--- src/rtl/foc_pkg.sv ---
// Shared constants for the FOC transform stages: Q-format coefficients and
// the intermediate product width used by the Clarke pipeline.
package foc_pkg;

   localparam int FRAC        = 14;
   localparam int K_SQRT3     = 28378;  // round(sqrt(3)   * 2^14)
   localparam int K_INV3      = 5461;   // round(1/3       * 2^14)
   localparam int K_INV_SQRT3 = 9459;   // round(1/sqrt(3) * 2^14)

   function automatic int prod_w(input int iw, input int frac);
      return iw + 2 + frac + 1;
   endfunction

endpackage

--- src/rtl/sat_round.sv ---
// Round-half-up of a Q(FRAC) product followed by a symmetric clamp to OUT_W
// bits; sat_o flags that the clamp was applied.
module sat_round #(
   parameter int IN_W  = 33,
   parameter int OUT_W = 16,
   parameter int FRAC  = 14
) (
   input  logic signed [IN_W-1:0]  p_i,
   output logic signed [OUT_W-1:0] r_o,
   output logic                    sat_o
);

   localparam int RW = IN_W + 1 - FRAC;
   localparam logic signed [IN_W:0]    HALF  = (IN_W+1)'(2 ** (FRAC-1));
   localparam logic signed [RW-1:0]    MAXR  = RW'((2 ** (OUT_W-1)) - 1);
   localparam logic signed [RW-1:0]    MINR  = -MAXR;
   localparam logic signed [OUT_W-1:0] MAXO  = {1'b0, {(OUT_W-1){1'b1}}};
   localparam logic signed [OUT_W-1:0] MINO  = -MAXO;

   logic signed [IN_W:0] p_rnd;
   logic signed [IN_W:0] p_shr;
   logic signed [RW-1:0] r;

   // One extra bit of headroom so adding the half-LSB cannot wrap.
   assign p_rnd = {p_i[IN_W-1], p_i} + HALF;
   assign p_shr = p_rnd >>> FRAC;
   assign r     = p_shr[RW-1:0];

   always_comb begin
      r_o   = r[OUT_W-1:0];
      sat_o = 1'b0;
      if (r > MAXR) begin
         r_o   = MAXO;
         sat_o = 1'b1;
      end else if (r < MINR) begin
         r_o   = MINO;
         sat_o = 1'b1;
      end
   end

endmodule

--- src/rtl/clark_tr_p.sv ---
// Parametrised Clarke transform: 3-stage pipeline (sum/diff, constant
// multiply, round+saturate) with valid/ready backpressure and a channel tag.
module clark_tr_p
   import foc_pkg::*;
#(
   parameter int IW        = 16,
   parameter int OW        = 16,
   parameter int CHW       = 1,
   parameter bit TWO_PHASE = 1'b0,
   parameter bit AMP_INV   = 1'b0,
   parameter int FRAC      = foc_pkg::FRAC
) (
   input  logic                 clk,
   input  logic                 rst,
   input  logic                 i_valid,
   output logic                 i_rdy,
   input  logic [CHW-1:0]       i_ch,
   input  logic signed [IW-1:0] i_ia,
   input  logic signed [IW-1:0] i_ib,
   input  logic signed [IW-1:0] i_ic,
   output logic                 o_valid,
   input  logic                 o_rdy,
   output logic [CHW-1:0]       o_ch,
   output logic signed [OW-1:0] o_ialpha,
   output logic signed [OW-1:0] o_ibeta,
   output logic                 o_sat
);

   localparam int SW = IW + 2;
   localparam int PW = prod_w(IW, FRAC);
   localparam logic signed [PW-1:0] K_BETA  = AMP_INV ? PW'(K_INV_SQRT3) : PW'(K_SQRT3);
   localparam logic signed [PW-1:0] K_ALPHA = PW'(K_INV3);

   logic adv;

   logic                 v1_q, v2_q, v3_q;
   logic [CHW-1:0]       ch1_q, ch2_q, ch3_q;
   logic signed [SW-1:0] s_q, d_q;
   logic signed [PW-1:0] ap_q, bp_q;
   logic signed [OW-1:0] alpha_q, beta_q;
   logic                 sat_q;

   logic signed [SW-1:0] a_x, b_x, c_x, s_d, d_d;
   logic signed [PW-1:0] s_ext, d_ext, ap_d, bp_d;
   logic signed [OW-1:0] alpha_d, beta_d;
   logic                 sat_a, sat_b;

   // Every stage moves together; a stalled output freezes the whole pipe.
   assign adv   = ~v3_q | o_rdy;
   assign i_rdy = adv;

   assign a_x = {{2{i_ia[IW-1]}}, i_ia};
   assign b_x = {{2{i_ib[IW-1]}}, i_ib};
   assign c_x = TWO_PHASE ? -(a_x + b_x) : {{2{i_ic[IW-1]}}, i_ic};
   assign s_d = (a_x <<< 1) - b_x - c_x;
   assign d_d = b_x - c_x;

   assign s_ext = {{(PW-SW){s_q[SW-1]}}, s_q};
   assign d_ext = {{(PW-SW){d_q[SW-1]}}, d_q};
   assign ap_d  = AMP_INV ? (s_ext * K_ALPHA) : (s_ext <<< FRAC);
   assign bp_d  = d_ext * K_BETA;

   sat_round #(.IN_W(PW), .OUT_W(OW), .FRAC(FRAC)) u_sr_alpha (
      .p_i   (ap_q),
      .r_o   (alpha_d),
      .sat_o (sat_a)
   );

   sat_round #(.IN_W(PW), .OUT_W(OW), .FRAC(FRAC)) u_sr_beta (
      .p_i   (bp_q),
      .r_o   (beta_d),
      .sat_o (sat_b)
   );

   always_ff @(posedge clk or posedge rst) begin
      if (rst) begin
         v1_q    <= 1'b0;
         v2_q    <= 1'b0;
         v3_q    <= 1'b0;
         ch1_q   <= '0;
         ch2_q   <= '0;
         ch3_q   <= '0;
         s_q     <= '0;
         d_q     <= '0;
         ap_q    <= '0;
         bp_q    <= '0;
         alpha_q <= '0;
         beta_q  <= '0;
         sat_q   <= 1'b0;
      end else if (adv) begin
         v1_q    <= i_valid;
         ch1_q   <= i_ch;
         s_q     <= s_d;
         d_q     <= d_d;
         v2_q    <= v1_q;
         ch2_q   <= ch1_q;
         ap_q    <= ap_d;
         bp_q    <= bp_d;
         v3_q    <= v2_q;
         ch3_q   <= ch2_q;
         alpha_q <= alpha_d;
         beta_q  <= beta_d;
         sat_q   <= v2_q & (sat_a | sat_b);
      end
   end

   assign o_valid  = v3_q;
   assign o_ch     = ch3_q;
   assign o_ialpha = alpha_q;
   assign o_ibeta  = beta_q;
   assign o_sat    = sat_q;

endmodule

--- config.mk ---
export PLATFORM = sky130hd
export DESIGN_NAME = clark_tr_p
export DESIGN_NICKNAME = d
export VERILOG_FILES = /design/src/rtl/foc_pkg.sv /design/src/rtl/sat_round.sv /design/src/rtl/clark_tr_p.sv
export SDC_FILE = /design/constraint.sdc
export NUM_CORES = 1
export LEC_CHECK = 0
export CORE_ASPECT_RATIO = 0.7
export CORE_UTILIZATION = 55
export CTS_BUF_LIST = sky130_fd_sc_hd__clkbuf_4 sky130_fd_sc_hd__clkbuf_8
export CTS_CLUSTER_SIZE = 8
export DETAILED_ROUTE_END_ITERATION = 7
export GPL_TIMING_DRIVEN = 0
export PLACE_DENSITY = 0.72
export SETUP_SLACK_MARGIN = 0.1
export SLEW_MARGIN = 5
export SYNTH_ARGS = -nofsm -noshare
export SYNTH_HDL_FRONTEND = slang
export SYNTH_SLANG_ARGS = --single-unit
export TNS_END_PERCENT = 100
--- constraint.sdc ---
create_clock -name clk -period 11.2 [get_ports clk]
set_input_delay 1.12 -clock clk [delete_from_list [all_inputs] [get_ports clk]]
set_output_delay 1.12 -clock clk [all_outputs]
set_load 0.1 [all_outputs]
---- Word level (Yosys, flattened, before mapping) ----
Index checks and enable logic that the tools add are counted.
cells by class
  $lt $le $gt $ge ......................... 4
  multipliers ............................. 1
  muxes and demuxes ....................... 8
  bitwise gates (word level) .............. 4
  add/sub/neg operators ................... 5
operators by type and width
  kind                                                             count
  two-way mux 16 bit                                               4
  greater-than comparator 20 x 16 -> 1 bit, second input constant  2
  < comparator 20 x 16 -> 1 bit, second input constant             2
  adder 33 x 15 -> 34 bit, second input constant                   1
  adder 32 x 15 -> 33 bit, second input constant                   1
  multiplier 17 x 15 -> 32 bit, second input constant              1
  subtractor 17 x 16 -> 18 bit                                     1
  subtractor 18 x 16 -> 18 bit                                     1
  subtractor 16 x 16 -> 17 bit                                     1
  two-way mux 1 bit                                                4
  bitwise OR 1 bit                                                 2
  bitwise AND 1 bit                                                1
  NOT 1 bit                                                        1
storage, ports and cells
  output and inout bits ................... 36
  input bits .............................. 53
  register bits ........................... 124

---- Depth between registers and ports, before layout ----
Gate-level depths: netlist of run 1.
  depth after elaboration ................. 6
  gate-level depth with buffers ........... 21

---- Modules after synthesis ----
A second synthesis of run 1 with hierarchy kept.
unflattened totals
  cell total of the unflattened synthesis .. 1615
  area, all modules ....................... 14242.4 um^2
by module, submodules not included
  module                   area each (um^2)  cells each  times used  sequential area each (um^2)
  clark_tr_p               12558.3           1371        1           3103.0
  sat_round at u_sr_beta   857.1             126         1           0.0
  sat_round at u_sr_alpha  827.0             118         1           0.0

---- Worst setup path before layout of run 1 ----
OpenSTA, ideal clock, no wires.
  kind .................................... flip-flop to flip-flop
  start ................................... register, netlist name d_q[16]
  end ..................................... register bp_q[32]
  data arrival time ....................... 6.046 ns
  slack ................................... 5.034 ns
  stages on the path, launching flop included .. 21
  required time ........................... 11.080 ns
  period minus slack after synthesis ...... 6.166 ns
  cells stage by stage .................... dfrtp_1 ha_1 fa_1 inv_1 fa_1 fa_1 fa_1 inv_1 fa_1 inv_1 ha_1 and4_4 or4b_1 o32a_2 a31oi_4 o211ai_4 o211ai_4 a31oi_4 o21bai_4 nand2_1 o211a_1
between the ends
  cells in the longest elaborated chain, start to end .. 1
ends and longest elaborated chain
  item                          RTL line          text
  multiplier 17 x 15 -> 32 bit  clark_tr_p.sv:61  assign bp_d = d_ext * K_BETA;
  end signal, assigned          clark_tr_p.sv:98  bp_q <= bp_d;
  end, declared                 clark_tr_p.sv:39  logic signed [PW-1:0] ap_q, bp_q;
Every way passes these cells.
A chain may end at the register's enable or synchronous reset.

---- Worst setup path after layout of run 1 ----
  start ................................... register, netlist name d_q[16]
  end ..................................... register bp_q[32]
between the ends
  cells in the longest elaborated chain, start to end .. 1
ends and longest elaborated chain
  item                          RTL line
  multiplier 17 x 15 -> 32 bit  clark_tr_p.sv:61
Every way passes these cells.

==> results.py, run 1 <==
metrics = {
    "cells_and_area": {
        "diodes": 0,
        "syn_to_final_growth_pct": 12.17,
        "fillCellCount": 1807,
        "multi_input_area_sq_um": 8144,
        "nNetsFinal": 1727,
        "drive_gt1_share_pct": 2.890,
        "layout.area.seq_sq_um": 2778,
        "final_util_pct": 63.92,
        "stdcell_count": 1660,
    },
    "drt": {
        "drt_iter0_drc": 690,
        "vias": 9060,
        "ant_nets": 0,
        "route.detailed.wl_per_inst_microns": 17.32,
        "via_per_inst": 5.458,
        "routed_wirelength_mm": 28.75,
        "drt_first_pass_iters": 5,
        "drc": 0,
    },
    "setup_path": {
        "reg2reg_from": "d_q[16]",
        "cp_cell_sequence": "ha_1 -> fa_1 -> inv_1 -> fa_1 -> fa_1 -> fa_1 -> inv_1 -> fa_1 -> inv_1 -> ha_1 -> and4_4 -> or4b_1 -> o32a_2 -> a31oi_4 -> o211ai_4 -> o211ai_4 -> a31oi_4 -> o21bai_4 -> nand2_1 -> o211a_1",
        "crit_type": "reg -> reg",
        "cp_slowest_stage_delay_ns": 0.94,
        "crit_required_ns": 11.50,
        "cp-start-kind": "flip-flop",
        "cp_max_fo": 21,
        "reg2reg_depth": 20,
        "r2r-end": "bp_q[32]",
        "cp_common_cell": "fa_1",
        "cp-end-kind": "flip-flop",
        "arrival_ns": 7.08,
        "rrSetupSlack_ns": 4.42,
        "critPathSlowestCell": "dfrtp_1",
    },
    "synth": {
        "yosys-top-cells-area": "dfrtp_1 (23%), fa_1 (23%), ha_1 (16%)",
        "ys_seq_elements": 111,
        "synth-simple-area-share_pct": 11.03,
        "ys.flop_type": "dfrtp_1",
        "synth_nets": 1627,
        "ys_async_sr_fraction_pct": 100.0,
        "synth_compound_area_share_pct": 11.86,
        "syn_avg_cell_area_sq_um": 9.370,
        "synth_mux_area_share_pct": 0.3445,
        "synth_largest_area_cell": "dfrtp_1",
        "synth_fa_ha_area_share_pct": 39.61,
        "netlist.area_leader.share_pct": 23.18,
        "yosysMostFrequentCell": "inv_1",
        "synth_top_family_by_area": "adder cells",
        "yosysWarnings": 0,
        "syn_area_sq_um": 11980,
        "ys_seq_area_share_pct": 23.18,
        "synth_cell_types": 67,
        "ys_top_cells_by_count": "inv_1 (249), ha_1 (157), nand2_1 (143)",
        "yosys.area_share.xor_xnor_pct": 5.116,
        "synth_cells": 1279,
        "synth_edf_count": 0,
    },
    "floorplanning": {
        "chipHeight_microns": 125.5,
        "dieWidth_microns": 178.4,
        "dieArea_sq_um": 22390,
        "start_util_pct": 56.98,
        "core-area_sq_um": 21030,
        "ioPinCount": 89,
        "std_cell_rows": 44,
    },
    "min_path": {
        "worstHoldPathCells": 2,
        "min-delay-start": "v2_q",
        "min_to": "v2_q",
        "hold_class": "reg -> reg",
    },
    "clock_tree": {
        "clkSlewWorstSetupHoldPaths_ns": 0.11,
        "cts_sinks": 111,
        "cts.htree.levels": 3,
        "numCtsBuffers": 9,
        "root_buffer": "clkbuf_8",
        "cts_setup_buffers": 0,
        "cts_resized": 0,
        "clock_path_buffers": 2,
        "insertion_delay_ns": 0.40,
        "hold_buffers": 0,
        "cts_tree": "yes",
    },
    "timing": {
        "finalSetupViolCount": 0,
        "fin_setup_tns_ns": 0,
        "fmax_ghz": 0.1474,
        "maxSlewHeadroom_pct": 33.89,
        "post-route-period-util_pct": 60.57,
        "period_needed_ns": 6.783,
        "hold_violations": 0,
        "slew_viol_final": 0,
        "worst_pin_slew_ns": 0.9886,
        "clock_skew_ns": 0.01855,
        "rsz0062_at_grt": "false",
    },
    "global_routing": {
        "grt_max_degree": 60,
        "antenna_found_initial": 0,
        "track_usage_pct": 27.77,
        "grt_first_pass_wirelength_mm": 47.81,
        "grt-ovfl-total": 0,
        "grt_pass1_vias": 9294,
    },
    "job": {
        "max-cap-violations": 0,
    },
    "placed_design": {
        "dp_cells": 1644,
        "port_buffers": 88,
        "gp_congestion": 0.9220,
        "dpl.hpwl_mm": 24.02,
    },
    "status": {
        "outcome": "finished clean",
    },
}
[state kept, by name (all words and copies together) (netlist names), 16 cells and up]
name,cells
s_q,18
bp_q,20
ap_q,18
o_ialpha,16
d_q,16
o_ibeta,16
[area by class of cell]
cell class              count  area share [%]
flip-flops and latches    111           20.66
clock buffers              10           1.024
well taps                 276           2.569
clock inverters             6          0.4654
repair buffers             89           6.757
inverters                 249           6.990
plain buffers              32          0.9494
multi-input cells         887           60.58
[through the flow]
stage	area, sq um	hold WS, ns	worst slack [ns]
3_3_place_gp	13210	0.4429	4.474
6_report	13440	0.4698	4.417
3_5_place_dp	13240	0.4492	4.409
5_1_grt	13440	0.4921	4.100
4_1_cts	13440	0.4724	4.358
2_1_floorplan	11980	0.4300	5.034
[cell usage in the layout, fill, tap and decap left out, types with 4 or more instances in the layout]
cell type / netlist / routed
inv_1: 249 / 248
ha_1: 157 / 157
nand2_1: 143 / 143
fa_1: 138 / 138
dfrtp_1: 111 / 111
clkdlybuf4s50_1: 0 / 88
a21oi_1: 81 / 81
nor2_1: 76 / 76
xnor2_1: 42 / 42
o21ai_0: 41 / 41
xor2_1: 28 / 28
clkbuf_1: 18 / 18
nor3_1: 18 / 18
nand3_1: 12 / 12
o21ai_1: 12 / 12
a21o_1: 10 / 10
o21bai_1: 10 / 10
clkbuf_8: 0 / 10
nor2b_1: 9 / 9
a211oi_1: 9 / 9
buf_1: 8 / 8
o31ai_1: 8 / 8
nand2b_1: 7 / 7
nand4_1: 6 / 6
a31oi_1: 6 / 6
or3_1: 6 / 6
buf_2: 6 / 6
nor4_1: 5 / 5
o21a_1: 4 / 4
[per-layer routing]
layer  share of wire (%)  global-route usage [%]
met1                  50                   43.60
met2                  43                   40.70
met3                 7.0                   5.170
met4                0.58                   3.539
met5                   0                       0
[critical path, delay by kind of cell, from the launching register on]
family                   cells  cell delay (ns)
AO/OA/AOI/OAI                7             1.42
buffers and inverters        3             0.17
adder cells (fa/ha/maj)      7             3.39
AND/OR/NAND/NOR              3             0.76
flip-flops                   1             0.94
[how the worst max path moves through the flow]
stage                       start        to  slack (ns)  cells past startpoint
final                     d_q[16]  bp_q[32]        4.42                     20
after CTS                 d_q[16]  bp_q[32]        4.36                     20
after detailed placement  d_q[16]  bp_q[32]        4.41                     20
after global routing      d_q[16]  bp_q[32]        4.10                     20
after floorplan           d_q[16]  bp_q[32]        5.03                     20
after global placement    d_q[16]  bp_q[32]        4.47                     20
[logic make-up after synthesis]
kind of cell / count (synthesis)
flops: 111
xor+xnor: 70
fa+ha+maj: 297
mux: 4
compound gates: 217
buf+inv: 281
simple gates: 299
Power of run 1 is not shown: default switching activity piles up to over one toggle a cycle in this logic, so the estimate is an artifact.
==> run 2, diff against run 1 <==
Clock period 11.2 ns to 6.4 ns, I/O delays scaled along.
==> results.py, run 2 (synthesized netlist as in run 1, its figures left out) <==
metrics = {
    "floorplanning": {
        "core-area_sq_um": 21030,
        "std_cell_rows": 44,
        "start_util_pct": 56.98,
        "ioPinCount": 89,
        "dieWidth_microns": 178.4,
        "chipHeight_microns": 125.5,
        "dieArea_sq_um": 22390,
    },
    "setup_path": {
        "cp_num_cells": 22,
        "crit_type": "reg -> reg",
        "reg2reg_depth": 22,
        "cp-end-kind": "flip-flop",
        "cp_slowest_stage_delay_ns": 0.55,
        "cp-start-kind": "flip-flop",
        "critPathSlowestCell": "fa_1",
        "arrival_ns": 6.51,
        "crit_start": "d_q[8]",
        "crit_end": "bp_q[32]",
        "r2r-end": "bp_q[32]",
        "cp_common_cell": "fa_1",
        "crit_required_ns": 6.69,
        "rrSetupSlack_ns": 0.18,
        "critPathBufInv": 5,
        "reg2reg_from": "d_q[8]",
        "cp_max_fo": 4,
        "cp_top_family": "adder cells",
        "cp_cell_sequence": "buf_4 -> ha_4 -> inv_1 -> fa_1 -> fa_1 -> fa_1 -> inv_1 -> fa_1 -> inv_1 -> fa_1 -> inv_1 -> ha_1 -> nand4_1 -> or4b_4 -> o32a_4 -> a31oi_4 -> o211ai_4 -> o211ai_4 -> a31oi_4 -> o21bai_4 -> nand2_1 -> o211a_1",
    },
    "timing": {
        "worst_slack_ns": 0.1824,
        "rsz0062_at_grt": "false",
        "fmax_ghz": 0.1608,
        "hold_violations": 0,
        "fin_setup_tns_ns": 0,
        "finalSetupViolCount": 0,
        "worst_pin_slew_ns": 0.9894,
        "clock_skew_ns": 0.02038,
        "maxSlewHeadroom_pct": 33.84,
        "post-route-period-util_pct": 97.15,
        "period_needed_ns": 6.218,
        "slew_viol_final": 0,
    },
    "cells_and_area": {
        "nNetsFinal": 1753,
        "reg_top3": "bp_q (20), ap_q (18), s_q (18)",
        "fillCellCount": 1779,
        "top_register": "bp_q",
        "largest_reg_flops": 20,
        "layout_common_cells": "inv_1 (239), nand2_1 (143), fa_1 (138), ha_1 (138), dfrtp_1 (97)",
        "final_common_cell": "inv_1",
        "syn_to_final_growth_pct": 16.16,
        "fin_area_sq_um": 13920,
        "drive_gt1_share_pct": 7.872,
        "diodes": 0,
    },
    "placed_design": {
        "dpl_cell_area_sq_um": 13240,
        "pre_cts_slack_ns": -0.3908,
        "gp_congestion": 0.9220,
        "port_buffers": 88,
        "dpl.hpwl_mm": 24.02,
    },
    "clock_tree": {
        "clock_path_buffers": 2,
        "insertion_delay_ns": 0.40,
        "cts_sinks": 111,
        "cts_tree": "yes",
        "numCtsBuffers": 9,
        "root_buffer": "clkbuf_8",
        "hold_buffers": 0,
        "cts.htree.levels": 3,
        "clkSlewWorstSetupHoldPaths_ns": 0.12,
    },
    "global_routing": {
        "grt_pass1_vias": 9314,
        "grt-ovfl-total": 0,
        "grt_max_degree": 60,
        "grtUsageMet1_pct": 43.76,
        "met2_usage_pct": 40.99,
        "track_usage_pct": 27.91,
        "grt.busiest_layer": "met1",
        "antenna_found_initial": 0,
        "grt_first_pass_wirelength_mm": 47.99,
        "grt_util_met3_pct": 5.170,
    },
    "status": {
        "outcome": "finished clean",
    },
    "drt": {
        "via_per_inst": 5.529,
        "routed_wirelength_mm": 30.08,
        "vias": 9322,
        "drt_iter0_drc": 653,
        "drc": 0,
        "route.detailed.wl_per_inst_microns": 17.84,
        "drt_first_pass_iters": 5,
        "ant_nets": 0,
    },
    "job": {
        "max-cap-violations": 0,
    },
    "min_path": {
        "hold_class": "reg -> reg",
    },
}
[run 2: worst min path at each step]
stage	startpoint	endpoint	slack, ns	cells past startpoint
global placement	v2_q	v2_q	0.44	2
global route	o_ialpha[15]	o_ialpha[15]	0.49	2
finish	v2_q	v2_q	0.47	2
detailed placement	v2_q	v2_q	0.45	2
floorplan	v2_q	v2_q	0.43	2
CTS	v2_q	v2_q	0.47	2
[run 2: routing by layer]
layer | share of wire [%] | up-vias
li1 | - | 4353
met1 | 48 | 4651
met2 | 44 | 302
met3 | 7.0 | 16
met4 | 0.51 | 0
met5 | 0 | -
[run 2: tightest hold or removal path, stage by stage (launching register included)]
cell     delay, ns
dfrtp_1       0.35
nand2_1       0.05
nand2_1       0.05
[run 2: metrics by stage]
stage / utilization [%] / std cells / hold slack, ns
floorplan: - / 1279 / 0.4300
global route: 66.19 / 1686 / 0.4921
CTS: 64.04 / 1662 / 0.4724
global placement: 62.82 / 1643 / 0.4429
finish: 66.19 / 1686 / 0.4687
detailed placement: 62.97 / 1644 / 0.4492
[run 2: layout make-up]
type                            count  area, sq um  share of cell area (%)
Buffer                             32        127.6                  0.9168
Clock buffer                       10        137.6                  0.9887
Clock inverter                      6        62.56                  0.4494
Inverter                          249        939.7                   6.750
Multi-Input combinational cell    887         8394                   60.30
Sequential cell                   111         2798                   20.10
Tap cell                          276        345.3                   2.481
Timing Repair Buffer              115         1116                   8.017
[run 2: timing repair]
action / CTS / global route
setup endpoints to repair: 10 / 6
gates resized for setup: 5 / 46
pin swaps: 1 / 27
hold endpoints to repair: 0 / 0
buffers inserted: 2 / 24
Power of run 2 is left out for the same reason.
==> run 3, diff against run 2 <==
Settings changed: ABC_AREA set to 1, GPL_TIMING_DRIVEN 0 to unset, PLACE_DENSITY 0.72 to 0.71.
==> results.py, run 3 <==
metrics = {
    "drt": {
        "drt_first_pass_iters": 5,
        "drt_iter0_drc": 603,
        "drc": 0,
        "route.detailed.wl_per_inst_microns": 16.31,
        "vias": 10874,
        "routed_wirelength_mm": 33.40,
        "ant_nets": 0,
        "via_per_inst": 5.310,
    },
    "synth": {
        "synth_cells": 1653,
        "synth_largest_area_cell": "dfrtp_1",
        "yosys-top-cells-area": "dfrtp_1 (21%), fa_1 (21%), ha_1 (15%)",
        "synth_edf_count": 0,
        "ys_seq_elements": 111,
        "synth_nets": 2001,
        "synth_cell_types": 42,
        "syn_area_sq_um": 13090,
        "ys.flop_type": "dfrtp_1",
        "ys_top_cells_by_count": "inv_1 (357), nand2_1 (341), ha_1 (157)",
        "ys_async_sr_fraction_pct": 100.0,
        "yosysWarnings": 0,
        "ys_seq_area_share_pct": 21.22,
        "netlist.area_leader.share_pct": 21.22,
        "yosysMostFrequentCell": "inv_1",
        "syn_avg_cell_area_sq_um": 7.919,
    },
    "timing": {
        "hold_violations": 0,
        "worst_slack_ns": 0.7277,
        "period_needed_ns": 5.672,
        "slew_viol_final": 0,
        "clock_skew_ns": 0.02336,
        "fin_setup_tns_ns": 0,
        "worst_pin_slew_ns": 1.039,
        "post-route-period-util_pct": 88.63,
        "maxSlewHeadroom_pct": 30.52,
        "rsz0062_at_grt": "false",
        "fmax_ghz": 0.1763,
        "finalSetupViolCount": 0,
    },
    "placed_design": {
        "dpl.hpwl_mm": 28.39,
        "dpl_cell_area_sq_um": 14280,
        "pre_cts_slack_ns": 0.8166,
        "gp_congestion": 0.9231,
        "port_buffers": 88,
    },
    "status": {
        "outcome": "finished clean",
    },
    "global_routing": {
        "antenna_found_initial": 0,
        "grt-ovfl-total": 0,
        "track_usage_pct": 28.55,
        "grt_max_degree": 90,
        "grt_pass1_vias": 10163,
        "grt_first_pass_wirelength_mm": 54.13,
    },
    "clock_tree": {
        "clock_path_buffers": 2,
        "cts.htree.levels": 3,
        "hold_buffers": 0,
        "clkSlewWorstSetupHoldPaths_ns": 0.13,
        "cts_sinks": 111,
        "root_buffer": "clkbuf_8",
        "numCtsBuffers": 9,
        "cts_tree": "yes",
        "cts_resized": 0,
        "insertion_delay_ns": 0.41,
        "cts_setup_buffers": 0,
    },
    "min_path": {
        "worstHoldPathCells": 2,
        "min-delay-start": "s_q[9]",
        "hold_class": "reg -> reg",
    },
    "setup_path": {
        "crit_end": "bp_q[32]",
        "rrSetupSlack_ns": 0.73,
        "reg2reg_depth": 22,
        "cp-end-kind": "flip-flop",
        "r2r-end": "bp_q[32]",
        "cp-start-kind": "flip-flop",
        "cp_max_fo": 6,
        "crit_start": "d_q[15]",
        "arrival_ns": 5.95,
        "crit_type": "reg -> reg",
        "reg2reg_from": "d_q[15]",
        "crit_required_ns": 6.67,
    },
    "floorplanning": {
        "chipHeight_microns": 131.1,
        "start_util_pct": 56.86,
        "std_cell_rows": 46,
        "dieArea_sq_um": 24430,
        "core-area_sq_um": 23020,
        "ioPinCount": 89,
        "dieWidth_microns": 186.4,
    },
    "cells_and_area": {
        "fillCellCount": 2072,
        "diodes": 0,
        "layout.area.seq_sq_um": 2778,
        "fin_area_sq_um": 14500,
        "syn_to_final_growth_pct": 10.75,
        "final_util_pct": 62.97,
        "largest_reg_flops": 20,
        "drive_gt1_share_pct": 3.341,
        "multi_input_area_sq_um": 8850,
        "top_register": "bp_q",
        "final_common_cell": "inv_1",
        "layout_common_cells": "inv_1 (356), nand2_1 (341), ha_1 (157)",
        "reg_top3": "bp_q (20), ap_q (18), s_q (18)",
        "nNetsFinal": 2079,
    },
    "job": {
        "max-cap-violations": 0,
    },
}
run 3: cell types whose count changed in the layout (fill, tap and decap cells not counted), sizes merged, moves of 10 or more:
cell    previous run  this run
nand3             12        76
clkbuf            28         9
inv              251       364
o21ai             53        96
or2                0        10
nand2            143       346
nand4              6        20
buf               41         4
nor2              76       116
xnor2             42        14
run 3: worst min-delay path by stage:
stage | to | slack [ns]
2_1_floorplan | ap_q[15] | 0.44
3_3_place_gp | ap_q[22] | 0.45
3_5_place_dp | ap_q[23] | 0.46
4_1_cts | ap_q[18] | 0.48
5_1_grt | ap_q[18] | 0.51
6_report | ap_q[23] | 0.49
run 3: area by class of cell:
class                   count  share of cell area (%)
clock buffers               9                  0.8544
clock inverters             7                  0.6300
inverters                 360                   9.338
multi-input cells        1157                   61.04
flip-flops and latches    111                   19.16
well taps                 312                   2.693
repair buffers             92                   6.283
run 3: critical path: stages (launching register included):
cell	delay [ns]
dfrtp_1	0.51
inv_1	0.08
ha_1	0.38
inv_1	0.12
fa_1	0.53
inv_1	0.06
fa_1	0.51
fa_1	0.55
inv_1	0.05
fa_1	0.52
inv_1	0.05
fa_1	0.49
inv_1	0.04
ha_1	0.44
nand2_1	0.17
nor2_1	0.11
inv_1	0.07
nor4_1	0.35
a21oi_1	0.14
nand2_1	0.10
nand2_1	0.05
nand3_1	0.09
o21ai_0	0.09
run 3: kinds of logic (layout without fill, tap and decap cells):
kind of cell / count (synthesis) / in the layout / share of synthesized area, %
compound gates: 226 / 226 / 9.539
xor+xnor: 37 / 37 / 2.476
fa+ha+maj: 295 / 295 / 36.11
buf+inv: 385 / 468 / 11.23
flops: 111 / 111 / 21.22
simple gates: 599 / 599 / 19.42
run 3: metrics by stage:
step                hold WS [ns]  std cells
floorplan                 0.4422       1653
global placement          0.4496       2032
detailed placement        0.4576       2032
CTS                       0.4820       2048
global route              0.5072       2048
finish                    0.4862       2048
run 3: per-layer routing:
metal | vias to the layer above | track usage (%) | part of all wire [%] | routed length (microns)
li1 | 5301 | - | - | -
met1 | 5285 | 45.14 | 52 | 17210
met2 | 271 | 40.89 | 42 | 13910
met3 | 17 | 5.057 | 6.0 | 1995
met4 | 0 | 4.716 | 0.86 | 286
met5 | - | 0 | 0 | 0
Power of run 3 is left out for the same reason.
==> RTL change: new RTL, settings of run 1 <==
`OW`: 16 -> 15.
--- a/src/rtl/clark_tr_p.sv
+++ b/src/rtl/clark_tr_p.sv
@@ -4,7 +4,7 @@
    import foc_pkg::*;
 #(
    parameter int IW        = 16,
-   parameter int OW        = 16,
+   parameter int OW        = 15,
    parameter int CHW       = 1,
    parameter bit TWO_PHASE = 1'b0,
    parameter bit AMP_INV   = 1'b0,
Interface: changed (resized o_ialpha and o_ibeta); port bits go from 89 to 87. The function was not compared with the original's and may differ.
==> RTL change against run 1 <==
Worst setup slack improved by 0.34 ns; synthesized area is 1.5% lower; cell area shrank 1.3%; sequential cell count shrank 2; synthesized cell count is 2.0% lower; count of clock-buffer cells in the layout is 1 lower; routed wire length decreased by 4.4%; critical endpoint unchanged; highest routed layer unchanged.
Power is left out: the tool's default activity adds up to more than one toggle a clock period on the data nets, which glitch-free logic cannot reach.
==> RTL change: results (changes against run 1) <==
[outcome]
status=complete, no violations

[synth]
synth_cell_types=62  ; -7.5%
synth_common_cells=inv_1, ha_1, nand2_1
syn_nets=1602  ; -1.5%
ys_seq_area_share_pct=23.1  ; -0.070 points
synthTopCellsByArea=fa_1, dfrtp_1, ha_1, inv_1, nand2_1

[layout]
fill_cells=1739  ; -3.8%
reg_top3=bp_q x20, ap_q x18, s_q x18
drive_gt1_share_pct=2.87  ; -0.016 points
nets=1700  ; -1.6%

[grt]
grt_usage_pct=26.6  ; -1.1 points
grt_pass1_vias=8743  ; -5.9%
grt_pass1_wl_mm=45.9  ; -3.9%
grt_max_degree=70  ; +17%

[clocking]
postCtsSetupBuffers=0  ; unchanged

[sta]
fin_worst_skew_ns=0.0142  ; -0.00433 ns
worstMarginPinSlew_ns=1.01  ; +0.0263 ns

[drt]
vias=8799  ; -2.9%
drt_iter0_markers=666  ; -3.5%
wl_mm=27.5  ; -4.4%

[placed_design]
dp_hpwl_mm=23.6  ; -1.7%
gp_congestion=0.940  ; +2.0%
numPortBuffers=86  ; -2.3%

[hold_path]
hp-start=ch2_q
min_path_cells=2  ; unchanged
min_to=o_ch

[worst_setup_path]
cp_max_fo=20  ; -4.8%
cp_data_arrival_time_ns=6.70  ; -0.38 ns
r2r-start=d_q[16]
reg2reg_slack_ns=4.76  ; +0.34 ns

==> RTL change: cell types whose count changed in the layout (fill, tap and decap cells not counted), moves of 4 or more <==
cell,delta
a211oi_1,-4
a21o_1,+7
and3_1,+6
inv_1,-15
nand3_1,+4
nor2_1,-25
nor3_1,+4
o211ai_1,+4
o21a_1,+5
o21ai_0,+15
o21ai_1,-8
==> RTL change: how the worst max path moves through the flow <==
stage | from | endpoint | slack (ns) | cells after the start
after floorplan | d_q[16] | bp_q[32] | 5.48 | 20
after global placement | d_q[16] | bp_q[32] | 4.90 | 20
after detailed placement | d_q[16] | bp_q[32] | 4.80 | 20
after CTS | d_q[16] | bp_q[32] | 4.74 | 20
after global routing | d_q[16] | bp_q[32] | 4.41 | 20
final | d_q[16] | bp_q[32] | 4.76 | 20
==> RTL change: cell families after synthesis <==
kind of cell    after synthesis  synth area share [%]
fa+ha+maj                   297                  40.2
buf+inv                     266                  8.50
xor+xnor                     68                  5.05
compound gates              231                  12.4
mux                           1                0.0848
flops                       109                  23.1
simple gates                282                  10.6
==> RTL change: metrics by stage <==
stage                     instances  hold WS [ns]  setup WS (ns)  utilization [%]  cell area [um2]
after floorplan                1254         0.430           5.48                -            11800
after global placement         1616         0.443           4.90             62.4            13000
after detailed placement       1617         0.456           4.80             62.5            13000
after CTS                      1633         0.475           4.74             63.6            13300
after global routing           1633         0.507           4.41             63.6            13300
final                          1633         0.472           4.76             63.6            13300
==> RTL change: final cells by class <==
| type | instances | area share (%) |
|---|---|---|
| Multi-Input combinational cell | 879 | 60.9 |
| Buffer | 32 | 0.943 |
| Tap cell | 276 | 2.60 |
| Inverter | 234 | 6.64 |
| Clock inverter | 7 | 0.773 |
| Sequential cell | 109 | 20.6 |
| Timing Repair Buffer | 87 | 6.70 |
| Clock buffer | 9 | 0.934 |
==> RTL change: worst min-delay path, stage by stage (launching register included) <==
cell	delay, ns
dfrtp_1	0.35
nand2_1	0.05
nand2_1	0.06
==> RTL change: per-layer routing <==
layer	track usage, %	routed length (um)
met5	0	0
met4	3.14	150
met3	6.14	2240
met2	37.2	11100
met1	42.6	14000
